`src/rtl/core_ldst_queue_pkg.sv`:
```
// Shared load/store types: access size, queue entry, writeback line and byte-lane helpers.
package core_ldst_queue_pkg;

  typedef logic [31:0] word_t;
  typedef logic [3:0]  reg_num_t;

  typedef enum logic [1:0] {
    SZ_BYTE = 2'd0,
    SZ_HALF = 2'd1,
    SZ_WORD = 2'd2
  } ldst_size_e;

  typedef struct packed {
    logic     ready;
    reg_num_t rd;
    word_t    value;
  } wb_line_t;

  typedef struct packed {
    logic       load;
    ldst_size_e size;
    logic       sgn;
    reg_num_t   rd;
    word_t      addr;
    word_t      data;
  } ldst_entry_t;

  function automatic logic is_aligned(input ldst_size_e size, input logic [1:0] ofs);
    case (size)
      SZ_BYTE: return 1'b1;
      SZ_HALF: return !ofs[0];
      default: return ofs == 2'b00;
    endcase
  endfunction

  function automatic logic [3:0] lane_be(input ldst_size_e size, input logic [1:0] ofs);
    case (size)
      SZ_BYTE: return 4'b0001 << ofs;
      SZ_HALF: return 4'b0011 << ofs;
      default: return 4'b1111;
    endcase
  endfunction

  function automatic word_t lane_wdata(input ldst_size_e size, input word_t d);
    case (size)
      SZ_BYTE: return {4{d[7:0]}};
      SZ_HALF: return {2{d[15:0]}};
      default: return d;
    endcase
  endfunction

  // Word loads ignore sgn: nothing is left to extend.
  function automatic word_t lane_rdata(input ldst_size_e size, input logic sgn,
                                       input logic [1:0] ofs, input word_t d);
    word_t s;
    s = d >> {ofs, 3'b000};
    case (size)
      SZ_BYTE: return {{24{sgn & s[7]}}, s[7:0]};
      SZ_HALF: return {{16{sgn & s[15]}}, s[15:0]};
      default: return s;
    endcase
  endfunction

endpackage

```
`src/rtl/core_ldst_fifo.sv`:
```
// In-order circular buffer of load/store entries; exposes per-entry valid/load/rd for hazard tracking.
module core_ldst_fifo
  import core_ldst_queue_pkg::*;
#(
  parameter int DEPTH = 4
) (
  input  logic                   clk,
  input  logic                   rst_n,
  input  logic                   push,
  input  ldst_entry_t            push_entry,
  input  logic                   pop,
  output ldst_entry_t            head,
  output logic                   full,
  output logic                   empty,
  output logic [DEPTH-1:0]       ent_vld,
  output logic [DEPTH-1:0]       ent_load,
  output reg_num_t [DEPTH-1:0]   ent_rd
);

  localparam int PW = $clog2(DEPTH);

  ldst_entry_t   mem [DEPTH];
  logic [PW-1:0] rd_ptr;
  logic [PW-1:0] wr_ptr;
  logic [PW:0]   count;
  logic          do_push;
  logic          do_pop;

  assign full    = (count == (PW+1)'(DEPTH));
  assign empty   = (count == '0);
  assign do_push = push && !full;
  assign do_pop  = pop && !empty;
  assign head    = mem[rd_ptr];

  always_ff @(posedge clk or negedge rst_n) begin
    if (!rst_n) begin
      rd_ptr  <= '0;
      wr_ptr  <= '0;
      count   <= '0;
      ent_vld <= '0;
    end else begin
      if (do_pop) begin
        rd_ptr          <= rd_ptr + 1'b1;
        ent_vld[rd_ptr] <= 1'b0;
      end
      if (do_push) begin
        wr_ptr          <= wr_ptr + 1'b1;
        ent_vld[wr_ptr] <= 1'b1;
      end
      case ({do_push, do_pop})
        2'b10:   count <= count + 1'b1;
        2'b01:   count <= count - 1'b1;
        default: count <= count;
      endcase
    end
  end

  always_ff @(posedge clk) begin
    if (do_push) mem[wr_ptr] <= push_entry;
  end

  always_comb begin
    ent_load = '0;
    ent_rd   = '0;
    for (int i = 0; i < DEPTH; i++) begin
      ent_load[i] = mem[i].load;
      ent_rd[i]   = mem[i].rd;
    end
  end

endmodule

```
`src/rtl/core_ldst_queue.sv`:
```
// Load/store unit: queues issued memory ops in order, runs one word-bus transaction at a time,
// aligns/extends load data onto the writeback line and publishes a RAW mask of pending loads.
module core_ldst_queue
  import core_ldst_queue_pkg::*;
#(
  parameter int DEPTH = 4,
  parameter int REGS  = 16
) (
  input  logic            clk,
  input  logic            rst_n,
  input  logic            start,
  input  logic            op_load,
  input  logic [1:0]      op_size,
  input  logic            op_signed,
  input  logic [3:0]      op_rd,
  input  logic [31:0]     a,
  input  logic [31:0]     b,
  input  logic            wb_stall,
  input  logic            ldst_ready,
  input  logic [31:0]     ldst_data_rd,
  output logic            ldst_wait,
  output logic            fault,
  output logic [REGS-1:0] raw_mask,
  output logic            ldst_start,
  output logic            ldst_write,
  output logic [29:0]     ldst_addr,
  output logic [3:0]      ldst_be,
  output logic [31:0]     ldst_data_wr,
  output wb_line_t        wb
);

  typedef enum logic [1:0] {S_IDLE, S_REQ, S_WAIT, S_RESP} bus_state_e;

  bus_state_e           state;
  bus_state_e           state_nxt;
  ldst_entry_t          in_entry;
  ldst_entry_t          head;
  logic                 full;
  logic                 empty;
  logic                 aligned;
  logic                 push;
  logic                 pop;
  logic                 load_done;
  logic [DEPTH-1:0]     ent_vld;
  logic [DEPTH-1:0]     ent_load;
  reg_num_t [DEPTH-1:0] ent_rd;
  word_t                load_value;
  word_t                res_value;

  assign in_entry = '{load: op_load, size: ldst_size_e'(op_size), sgn: op_signed,
                      rd: op_rd, addr: (op_load ? a : b), data: a};
  assign aligned   = is_aligned(in_entry.size, in_entry.addr[1:0]);
  assign ldst_wait = full;
  assign push      = start && !full && aligned;

  core_ldst_fifo #(.DEPTH(DEPTH)) u_fifo (
    .clk        (clk),
    .rst_n      (rst_n),
    .push       (push),
    .push_entry (in_entry),
    .pop        (pop),
    .head       (head),
    .full       (full),
    .empty      (empty),
    .ent_vld    (ent_vld),
    .ent_load   (ent_load),
    .ent_rd     (ent_rd)
  );

  // The head entry stays queued until retired, so bus fields come straight from it.
  assign ldst_start   = (state == S_REQ);
  assign ldst_write   = !head.load;
  assign ldst_addr    = head.addr[31:2];
  assign ldst_be      = lane_be(head.size, head.addr[1:0]);
  assign ldst_data_wr = lane_wdata(head.size, head.data);
  assign load_value   = lane_rdata(head.size, head.sgn, head.addr[1:0], ldst_data_rd);
  assign load_done    = (state == S_WAIT) && ldst_ready && head.load;

  always_ff @(posedge clk or negedge rst_n) begin
    if (!rst_n) state <= S_IDLE;
    else        state <= state_nxt;
  end

  // IDLE also looks at this cycle's push so an empty queue requests the bus one cycle later.
  always_comb begin
    state_nxt = state;
    pop       = 1'b0;
    case (state)
      S_IDLE: if (!empty || push) state_nxt = S_REQ;
      S_REQ:  state_nxt = S_WAIT;
      S_WAIT: begin
        if (ldst_ready) begin
          if (head.load) begin
            state_nxt = S_RESP;
          end else begin
            pop       = 1'b1;
            state_nxt = S_IDLE;
          end
        end
      end
      S_RESP: begin
        if (wb.ready && !wb_stall) begin
          pop       = 1'b1;
          state_nxt = S_IDLE;
        end
      end
      default: state_nxt = S_IDLE;
    endcase
  end

  // wb only moves on unstalled cycles; a result caught under stall waits in res_value.
  always_ff @(posedge clk or negedge rst_n) begin
    if (!rst_n) begin
      wb        <= '0;
      res_value <= '0;
      fault     <= 1'b0;
    end else begin
      fault <= start && !full && !aligned;
      if (load_done) res_value <= load_value;
      if (!wb_stall) begin
        if (wb.ready)               wb.ready <= 1'b0;
        else if (load_done)         wb <= '{ready: 1'b1, rd: head.rd, value: load_value};
        else if (state == S_RESP)   wb <= '{ready: 1'b1, rd: head.rd, value: res_value};
      end
    end
  end

  always_comb begin
    raw_mask = '0;
    for (int i = 0; i < DEPTH; i++) begin
      if (ent_vld[i] && ent_load[i]) raw_mask[ent_rd[i]] = 1'b1;
    end
    if (push && op_load) raw_mask[op_rd] = 1'b1;
  end

endmodule
```
`config.mk`:
```
export PLATFORM = sky130hd
export DESIGN_NAME = core_ldst_queue
export DESIGN_NICKNAME = d
export VERILOG_FILES = /design/src/rtl/core_ldst_queue_pkg.sv /design/src/rtl/core_ldst_fifo.sv /design/src/rtl/core_ldst_queue.sv
export SDC_FILE = /design/constraint.sdc
export NUM_CORES = 1
export LEC_CHECK = 0
export CAP_MARGIN = 15
export CORE_MARGIN = 2
export CORE_UTILIZATION = 30
export DETAILED_ROUTE_END_ITERATION = 12
export PLACE_DENSITY = 0.55
export SETUP_SLACK_MARGIN = 0.4
export SLEW_MARGIN = 10
export SYNTH_ARGS = -nofsm -noshare
export SYNTH_HDL_FRONTEND = slang
export SYNTH_SLANG_ARGS = --single-unit
```
`constraint.sdc`:
```
create_clock -name clk -period 3.3 [get_ports clk]
set_input_delay 0.825 -clock clk [delete_from_list [all_inputs] [get_ports clk]]
set_output_delay 0.825 -clock clk [all_outputs]
set_load 0.02 [all_outputs]
```
### Word level (Yosys, flattened, before mapping)

Memory sizes are Yosys's and may differ from the RTL's.
Cells that the tools add are included.

* add/sub/neg operators: 4
* order comparisons: 14
* equal/unequal tests: 11
* shifts and indexed selects: 3
* muxes and demuxes: 41
* bitwise logic cells: 11
* reductions and logical operators: 36

Operators with widths (number)
* one-hot mux 32 bit (2 select lines): 2
* 2-to-1 mux 16 bit: 5
* 2-to-1 mux 37 bit: 2
* OR 16 bit: 4
* 2-to-1 mux 32 bit: 1
* right shift 32 x 5 -> 32 bit: 1
* less-than comparator 4 x 5 -> 1 bit (second input constant): 5
* demux 1 bit (select 4 bit): 5
* >= comparator 4 x 1 -> 1 bit (second input constant): 5
* logical AND 1 bit: 20
* 2-to-1 mux 1 bit: 13
* equality test 2 x 1 -> 1 bit (second input constant): 4
* zero test 2 bit: 4
* 2-to-1 mux 2 bit: 4
* 2-to-1 mux 4 bit: 2
* one-hot mux 2 bit (4 select lines): 1
* one-hot mux 4 bit (2 select lines): 1
* equality test 2 bit (second input constant): 3
* zero test 1 bit: 6
* less-than comparator 2 x 3 -> 1 bit (second input constant): 2
* != test 2 bit (second input constant): 3
* one-hot mux 3 bit (2 select lines): 1
* AND reduction 3 bit: 2
* adder 2 x 1 -> 2 bit (second input constant): 2
* 16 further kinds: 22

* bits in registers: 83
* memory bits (writable): 288
* bits of input ports: 109
* output and inout port bits: 123
* memories: 1

Memories
* u_fifo.mem: words 4, width 72, rd ports 5, clocked after Yosys merged registers in 0, write ports 1, RTL line core_ldst_fifo.sv:22 `ldst_entry_t mem [DEPTH];`

### Depth between registers and ports, before layout

Gate-level depths: netlist of the first run.

* depth after elaboration: 13
* mapped depth: 12
* gate-level depth less buffers: 10

### By module

Synthesis of the first run repeated with hierarchy kept, for this count alone.

* cell total of the unflattened synthesis: 1090
* area total of the unflattened synthesis: 16513.3 um2

Modules (own cells, without submodules)
* core_ldst_fifo: instances 1, cells an instance 453, area an instance 11248.3 um2
* core_ldst_queue: instances 1, cells an instance 637, area an instance 5265.0 um2

### Worst setup path after synthesis of the first run

No wires, ideal clock.

* kind: input -> register
* start point: input port op_load
* end point: memory u_fifo.mem[0][0] (netlist bit) (enable)
* library setup time: 439 ps
* arrival: 3899 ps
* setup slack: -1037 ps
* cell stages on the path: 6
* buffers on the path: 2
* cells stage by stage: clkbuf_1 > mux2i_1 > nand2_1 > a211oi_1 > clkbuf_1 > and2_1

* cells in the longest elaborated chain, start to end: 7

Ends and longest elaborated chain
* start: declaration: RTL line core_ldst_queue.sv:12 `input logic op_load,`
* 2-to-1 mux 32 bit *: RTL line core_ldst_queue.sv:51 `rd: op_rd, addr: (op_load ? a : b), data: a};`
* zero test 2 bit / zero test 1 bit (equally long branches): RTL line core_ldst_queue_pkg.sv:32, core_ldst_queue_pkg.sv:31
* one-hot mux 1 bit (2 select lines) *: RTL line core_ldst_queue_pkg.sv:29 `case (size)`
* logical AND 1 bit *: RTL line core_ldst_queue.sv:54 `assign push = start && !full && aligned;`
* logical AND 1 bit *: RTL line core_ldst_fifo.sv:31 `assign do_push = push && !full;`
* 2-to-1 mux 1 bit *: RTL line core_ldst_fifo.sv:59 `if (do_push) mem[wr_ptr] <= push_entry;`
* 2-to-1 mux 1 bit (implied by the code) *: RTL line core_ldst_fifo.sv:59
* end: declaration: RTL line core_ldst_fifo.sv:22

Every way passes the cells marked *; elsewhere a longest branch is shown, timed or not.

### Worst setup path in the final report of the first run

* start point: register u_fifo.rd_ptr[0]
* end point: output port ldst_data_wr[16]

* cells in the longest elaborated chain, start to end: 3

Ends and longest elaborated chain
* start: declaration: RTL line core_ldst_fifo.sv:23 `logic [PW-1:0] rd_ptr;`
* start signal: assignment: RTL line core_ldst_fifo.sv:43 `rd_ptr <= rd_ptr + 1'b1;`
* memory read (4 x 72 bit) *
* equality test 2 x 1 -> 1 bit / zero test 2 bit (equally long branches): RTL line core_ldst_queue_pkg.sv:45 `case (size)`
* one-hot mux 32 bit (2 select lines) *: RTL line core_ldst_queue_pkg.sv:45
* end: declaration: RTL line core_ldst_queue.sv:28 `output logic [31:0] ldst_data_wr,`

Marks and branches as above.

==> results of run 1 <==
## synthesized netlist by cell type, types with 5 or more instances
cell type / number
nand2b_1: 13
a221o_1: 7
dfrtp_1: 83
edfxtp_1: 288
buf_1: 6
o21ai_0: 43
mux2i_1: 29
o22a_1: 8
o22ai_1: 19
ha_1: 9
or3_1: 18
nor2b_1: 9
a22o_1: 8
mux4_2: 78
buf_2: 14
inv_1: 15
nand3_1: 6
clkbuf_1: 31
and2_1: 5
nand2_1: 101
and3_1: 8
mux2_2: 39
nand4b_1: 6
a31oi_1: 19
nor2_1: 51
a21oi_1: 34
a21o_1: 5
## per-stage QoR
step	total power, W	setup WS [ns]	instance area, um2	setup TNS [ns]
after floorplan	0.0110	0.193	16100	0
after global placement	0.0145	-0.683	19700	-9.31
after detailed placement	0.0145	-0.721	19700	-9.89
after CTS	0.0203	-0.00423	21800	-0.00791
after global routing	0.0216	-0.0536	22200	-0.663
final	0.0206	0.0290	22200	0
## worst register-to-register path, delay by kind of cell, from the launching register on
| kind | cells | cell delay (ns) |
|---|---|---|
| buffers and inverters | 6 | 0.80 |
| AO/OA/AOI/OAI | 1 | 0.18 |
| multiplexers | 1 | 0.47 |
| XOR/XNOR | 2 | 0.30 |
| flip-flops | 1 | 0.54 |
| AND/OR/NAND/NOR | 2 | 0.27 |
| adder cells (fa/ha/maj) | 2 | 0.56 |
## registers in the layout, summed over array words and instances (netlist names)
signal	count
u_fifo.wr_ptr	2
fault	1
u_fifo.ent_vld	4
u_fifo.mem	288
u_fifo.rd_ptr	2
u_fifo.count	3
res_value	32
state	2
wb	37
## logic make-up (layout without fill, tap and decap cells)
| family | after synthesis | count (layout) | share of synthesized area |
|---|---|---|---|
| simple gates | 242 | 242 | 0.0723 |
| fa+ha+maj | 10 | 10 | 0.00827 |
| compound gates | 177 | 178 | 0.0732 |
| xor+xnor | 5 | 5 | 0.00273 |
| flops | 371 | 371 | 0.669 |
| mux | 146 | 146 | 0.155 |
| buf+inv | 71 | 463 | 0.0196 |
| other cells | 0 | 2 | 0 |
## layout make-up
type	instances	area, um2	area share
Sequential cell	371	10700	0.483
Timing Repair Buffer	373	4020	0.181
Tap cell	688	861	0.0387
Antenna cell	2	5.00	0.000225
Inverter	15	56.3	0.00253
Clock buffer	51	1060	0.0478
Clock inverter	24	218	0.00979
Multi-Input combinational cell	581	5280	0.238
## layer usage
| metal | vias to the layer above | wire [um] |
|---|---|---|
| met4 | 8 | 822 |
| met3 | 67 | 3790 |
| met5 | - | 53 |
| met1 | 5408 | 19800 |
| li1 | 4745 | - |
| met2 | 414 | 21900 |
## how the worst min path moves through the flow
stage / startpoint / cells after the start / endpoint / slack [ns]
final: rst_n / 1 / wb[5]$_DFFE_PN0P_ / 0.23
after CTS: rst_n / 1 / res_value[3]$_DFFE_PN0P_ / 0.21
after global routing: rst_n / 1 / state[1]$_DFFE_PN0P_ / 0.24
after detailed placement: res_value[5]$_DFFE_PN0P_ / 2 / res_value[5]$_DFFE_PN0P_ / 0.46
after global placement: res_value[0]$_DFFE_PN0P_ / 2 / res_value[0]$_DFFE_PN0P_ / 0.46
after floorplan: res_value[7]$_DFFE_PN0P_ / 2 / res_value[7]$_DFFE_PN0P_ / 0.45
## power by group
group	internal, W	total, W	switching (W)
registers	0.00595	0.00638	0.000434
logic	0.00486	0.00977	0.00491
clock network	0.00247	0.00440	0.00193
total	0.0133	0.0206	0.00727
## timing repair
action / in CTS / in global routing
resized for setup: 600 / 33
cloned: 2 / 3
hold buffers: 0 / 0
pin swaps: 14 / 9
setup endpoints to repair: 100 / 113
setup buffers: 53 / 20
==> metrics.md, run 1 <==
| Metric | Value |
|---|---|
| Synth cell types | 58 |
| Worst R2R Start | u_fifo.rd_ptr[0]$_DFFE_PN0N_ |
| Die extent in x | between 200 and 250 um |
| Fin cells | about 2.1k |
| WHS | 0.228 ns |
| Peak Freq | about 310 MHz |
| Avg WL per Cell | roughly 22 um |
| GRT busiest layer | met2 |
| Critical Path Source | u_fifo.rd_ptr[0]$_DFFE_PN0N_ |
| DRT iter0 DRCs | between 900 and 1k |
| RSZ-0062 raised after global routing | true |
| Max VDD drop | 0.000618 V |
| Relative slew slack | 0.231 |
| P_leak | 8.09 nW |
| Number of global-route vias before repair | 10.8k |
| CP Launch Type | register |
| Fin crit period | ~3.3 ns |
| Clk buf depth | 3 |
| Starting density of the core | 0.305 |
| CTS root buf | clkbuf_16 |
| Final hold violations | 0 |
| PortBufs | 231 |
| Worst-Skew Late Latency | 0.58 ns |
| Final setup vio count | 0 |
| Vias/cell | ~5 |
| Flop-to-flop setup slack | roughly 0.1 ns |
| Final Cycle Share | 0.991 |
| Arr. time, crit path | roughly 2.5 ns |
| Share of layout cells above drive strength 1 | 0.328 |
| HP Class | input pin to async pin |
| Antenna violations before repair | 5 |
| Nets@finish | between 1.5k and 2k |
| Number of remaining DRC errors | 0 |
| GR Util All Layers | 0.163 |
| Routed Antenna Nets | 0 |
| Area Overhead vs Synth | 38.7% |
| Total number of yosys warnings | 0 |
| Synth Flop Type | edfxtp_1 |
| Yosys top cell area share | 0.539 |
| Total clock sinks | around 370 |
| #FFs+latches synth | between 300 and 400 |
| HPWL after detailed placement | ~30 mm |
| Placed Cells | 1,950 |
| Gate Count Post-Synth | slightly above 1k |
| Critical-path maximum fanout | 7 |
| Top cell type by total area after synthesis | edfxtp_1 |
| Slew Viols, Final | 0 |
| Worst setup EP type | primary output |
| Worst path depth | 5 |
| Largest net degree at the start of global routing | 48 |
| R2R cell count | 14 |
| CTS tree | built |
| Die area | 55,300 um2 |
| First-pass GRT wire length | between 60 and 70 mm |
| H-tree depth | 2 |
| Met2 Usage GRT | 0.263 |
| Worst setup endpoint | ldst_data_wr[16] |
| Fillers | roughly 4.8k |
| Syn Area/Cell | ~16 um2 |
| EDFF count, synth | between 200 and 300 |
| Total Wirelength | between 40 and 50 mm |
| Gpl congestion | roughly 0.9 |
| Die H | ~240 um |
| Setup Crit Path Kind | register to primary output |
| Max-Cap Viols | 0 |
| Synth top area cells | edfxtp_1 (54%), dfrtp_1 (13%), mux4_2 (11%) |
| Cell breakdown of the critical path | buf_4 -> clkbuf_16 -> mux4_2 -> mux2_4 -> buf_6 |
| Util after Layout | 0.422 |
| Seq/Total Area, Yosys | 0.669 |
| Post-Syn Nets | between 1k and 1.5k |
| Met1 Usage GRT | 0.218 |
| Worst Tran Pin Value | roughly 1.1 ns |
| Pwr/cell area | around 900 nW/um2 |
| Crit-path leading delay family | multiplexers |
| GR Overflow Total | 0 |
| CP Data Required Time | 2.47 ns |
| CP peak stage delay | just over 0.6 ns |
| Met3 Track Usage GR | 0.0492 |
| Core ar. | approximately 53,000 um2 |
| CTS buffer count | 41 |
| Async set or reset register ratio after synthesis | 0.224 |
| Commonest non-fill, non-tap cells in the layout | edfxtp_1 (288), clkdlybuf4s50_1 (141), buf_6 (102), nand2_1 (86), buf_4 (86) |
| Final Skew | approximately 0.018 ns |
| Worst path bufs/invs | 3 |
| Reg-to-reg endpoint | u_fifo.count[2]$_DFFE_PN0P_ |
| Clk pin slew, worst setup/hold paths | 0.06 ns |
| Commonest non-fill, non-tap cell in the layout | edfxtp_1 |
| Synth Cell Area | 16,000 um2 |
| Num rows | between 80 and 90 |
| Drt pass-1 iters | 5 |
| Status | finished, final reports clean |
| IO Pins | around 230 |
| Worst-path cell with the longest stage delay | mux4_2 |
| Routed vias | roughly 11k |
Power figures use the tool's default switching activity.
==> inputs of run 2 (changes only) <==
--- a/config.mk
+++ b/config.mk
@@ -5,6 +5,7 @@
 export SDC_FILE = /design/constraint.sdc
 export NUM_CORES = 1
 export LEC_CHECK = 0
+export ABC_AREA = 1
 export CAP_MARGIN = 15
 export CORE_MARGIN = 2
 export CORE_UTILIZATION = 30
==> run 2 against run 1 <==
Net effect: largest cell class unchanged; global-route usage is 1.7 points higher; clock power grew 3%; maximum frequency up 1.6%; critical path depth is 2 higher; combinational power up 28%; synthesized area rose by 3.3%; sequential cell count unchanged.
==> metrics.md, run 2 <==
| Metric | Value |
|---|---|
| Status | finished, final reports clean |
| HP Class | input pin to async pin |
| Worst-Skew Late Latency | roughly 0.59 ns |
| Total Wirelength | ~53 mm |
| Top cell type by total area after synthesis | edfxtp_1 |
| Die extent in x | approximately 240 um |
| Num rows | 86 |
| Largest family of logic cells by synthesized area | simple AND/OR/NAND/NOR gates |
| Routed vias | about 13k |
| CTS tree | built |
| Starting density of the core | 0.302 |
| PortBufs | roughly 230 |
| First-pass GRT wire length | 77.9 mm |
| Most frequent cells after synthesis | nand2_1 (418), edfxtp_1 (288), nor2_1 (161), o21ai_0 (161), dfrtp_1 (83) |
| Post-synthesis simple-gate area fraction | 0.181 |
| Clk buf depth | 3 |
| Sequential cell area | 10,700 um2 |
| Switching part of the total | 0.410 |
| Synth Flop Type | edfxtp_1 |
| NetSw | approximately 0.0096 W |
| Post-synthesis mux area share | 0.00272 |
| Worst-path cell with the longest stage delay | dfrtp_4 |
| Arr. time, crit path | approximately 2.4 ns |
| Gpl congestion | about 0.9 |
| CP Data Required Time | about 2.5 ns |
| EDFF count, synth | ~290 |
| Final setup vio count | 0 |
| Cell breakdown of the critical path | buf_12 -> buf_16 -> o21ai_2 -> o22ai_1 -> inv_1 -> o211ai_1 -> buf_4 |
| Synth top area cells | edfxtp_1 (52%), dfrtp_1 (13%), nand2_1 (9.5%) |
| CP peak stage delay | roughly 0.55 ns |
| Die area | 57,100 um2 |
| #FFs+latches synth | about 370 |
| Die H | ~240 um |
| Worst setup EP type | primary output |
| P_leak | roughly 9.4 nW |
| Synth Cell Area | around 17,000 um2 |
| Adder-Cell Fraction of Synth Area | 0.00801 |
| Largest net degree at the start of global routing | 57 |
| WHS | about 0.28 ns |
| Util after Layout | 0.427 |
| Seq/Total Area, Yosys | 0.648 |
| Core ar. | 54,900 um2 |
| Tot Pwr | ~0.023 W |
| Pint | around 0.014 W |
| Max-Cap Viols | 0 |
| Slew Viols, Final | 0 |
| Total number of yosys warnings | 0 |
| Share of layout cells above drive strength 1 | 0.266 |
| Commonest non-fill, non-tap cell in the layout | nand2_1 |
| Fin crit period | around 3.2 ns |
| Clk pwr share | 0.194 |
| GR Overflow Total | 0 |
| Setup Crit Path Kind | register to primary output |
| Relative slew slack | 0.584 |
| Count leader, synth | nand2_1 |
| CTS root buf | clkbuf_16 |
| Post-synthesis compound-gate area fraction | 0.115 |
| H-tree depth | 2 |
| Post-CTS Hold Fix Bufs | 0 |
| Gate power share | 0.535 |
| Clk pin slew, worst setup/hold paths | approximately 0.06 ns |
| Total clock sinks | about 370 |
| Routed Antenna Nets | 0 |
| CTS buffer count | between 40 and 50 |
| Syn Area/Cell | ~11 um2 |
| DRT iter0 DRCs | between 1k and 1.5k |
| RSZ-0062 raised after global routing | true |
| Gate Count Post-Synth | about 1.6k |
| Number of remaining DRC errors | 0 |
| HPWL after detailed placement | about 33 mm |
| Async set or reset register ratio after synthesis | 0.224 |
| Antenna violations before repair | 1 |
| Share of power burned in registers | 0.271 |
| Max FFs per register | about 290 |
| Fillers | 5,174 |
| GR Util All Layers | 0.180 |
| Final Skew | 0.0236 ns |
| Vias/cell | slightly below 5 |
| Synth Area in XOR/XNOR | 0.00212 |
| Critical-path maximum fanout | 13 |
| Avg WL per Cell | 19.9 um |
| Top reg by flops | u_fifo.mem |
| Synth cell types | 46 |
| Peak Freq | 310 MHz |
| Number of global-route vias before repair | 12.8k |
| Worst Tran Pin Value | slightly above 0.6 ns |
| Largest regs | u_fifo.mem x288, wb x37, res_value x32 |
| IO Pins | around 230 |
| Post-Syn Nets | 1,692 |
| Pwr/cell area | between 900 and 1000 nW/um2 |
| Final Cycle Share | 0.976 |
| Nets@finish | 2,047 |
| Max VDD drop | 0.000709 V |
| Drt pass-1 iters | 5 |
| CP Launch Type | register |
| Multi-input gate area | roughly 6000 um2 |
| Commonest non-fill, non-tap cells in the layout | nand2_1 (392), edfxtp_1 (288), clkdlybuf4s50_1 (136), buf_4 (135), nor2_1 (130) |
| Area Overhead vs Synth | 41.5% |
| Final hold violations | 0 |
| Yosys top cell area share | 0.522 |
run 2: cell types whose count changed after synthesis, moves of 35 or more:
cell     previous run  this run
o22ai_1            19        64
nand3_1             6        68
mux4_2             78         0
o21ai_0            43       161
mux2_2             39         4
inv_1              15        64
nand2_1           101       418
nor2_1             51       161
run 2: metrics by stage:
step	cell area [um2]	instances	setup TNS, ns	setup WS, ns
floorplan	16600	1573	0	0.281
global placement	20200	2504	-11.60	-0.776
detailed placement	20200	2504	-11.95	-0.812
CTS	22400	2637	0	0.0223
global route	23400	2665	-0.0332	-0.0183
finish	23400	2667	0	0.0792
run 2: final cells by class:
| type | instances | area share |
|---|---|---|
| diodes | 2 | 0.000214 |
| flip-flops and latches | 371 | 0.458 |
| repair inverters | 1 | 0.000481 |
| clock inverters | 25 | 0.00817 |
| inverters | 70 | 0.0128 |
| well taps | 704 | 0.0376 |
| clock buffers | 53 | 0.0493 |
| repair buffers | 393 | 0.180 |
| multi-input cells | 1048 | 0.253 |
run 2: routing by layer:
layer | vias to the layer above | GRT usage | wire, um
li1 | 6248 | - | -
met1 | 6459 | 0.240 | 22800
met2 | 468 | 0.300 | 25300
met3 | 66 | 0.0341 | 3830
met4 | 0 | 0.0460 | 1040
met5 | - | 0 | 0
run 2: critical path: cells and delay by family (launching register included):
kind	cells	cell delay (ns)
buf+inv	4	0.67
flops	1	0.55
compound gates	3	0.60
run 2: final timing paths:
check                                                  start  slack [ns]                     endpoint  cells after the start
worst min register to register      res_value[4]$_DFFE_PN0P_        0.47     res_value[4]$_DFFE_PN0P_                      2
worst max-delay path            u_fifo.rd_ptr[0]$_DFFE_PN0N_        0.08             ldst_data_wr[26]                      7
worst min-delay path                                   rst_n        0.28           wb[30]$_DFFE_PN0P_                      1
min in group clk                    res_value[4]$_DFFE_PN0P_        0.47     res_value[4]$_DFFE_PN0P_                      2
worst max register to register  u_fifo.rd_ptr[0]$_DFFE_PN0N_        0.58  u_fifo.count[2]$_DFFE_PN0P_                     16
max in group asynchronous                              rst_n        2.38    res_value[19]$_DFFE_PN0P_                      2
run 2: repair_timing:
item                                    in CTS  in global routing
pin swaps                                   41                 42
buffers inserted                            45                 21
resized for setup                          460                249
endpoints found under the setup margin      84                 90
cloned                                      10                  7
run 2: power by group through the flow:
stage | combinational (W) | clock [W] | sequential [W]
global route | 0.0134 | 0.00484 | 0.00642
global placement | 0.0103 | 0 | 0.00636
finish | 0.0125 | 0.00454 | 0.00634
floorplan | 0.00554 | 0 | 0.00653
CTS | 0.0115 | 0.00466 | 0.00632
detailed placement | 0.0104 | 0 | 0.00638
run 2: kinds of logic after synthesis:
group           count (synthesis)
buf+inv                       154
xor+xnor                        4
mux                             4
simple gates                  701
fa+ha+maj                      10
compound gates                329
flops                         371
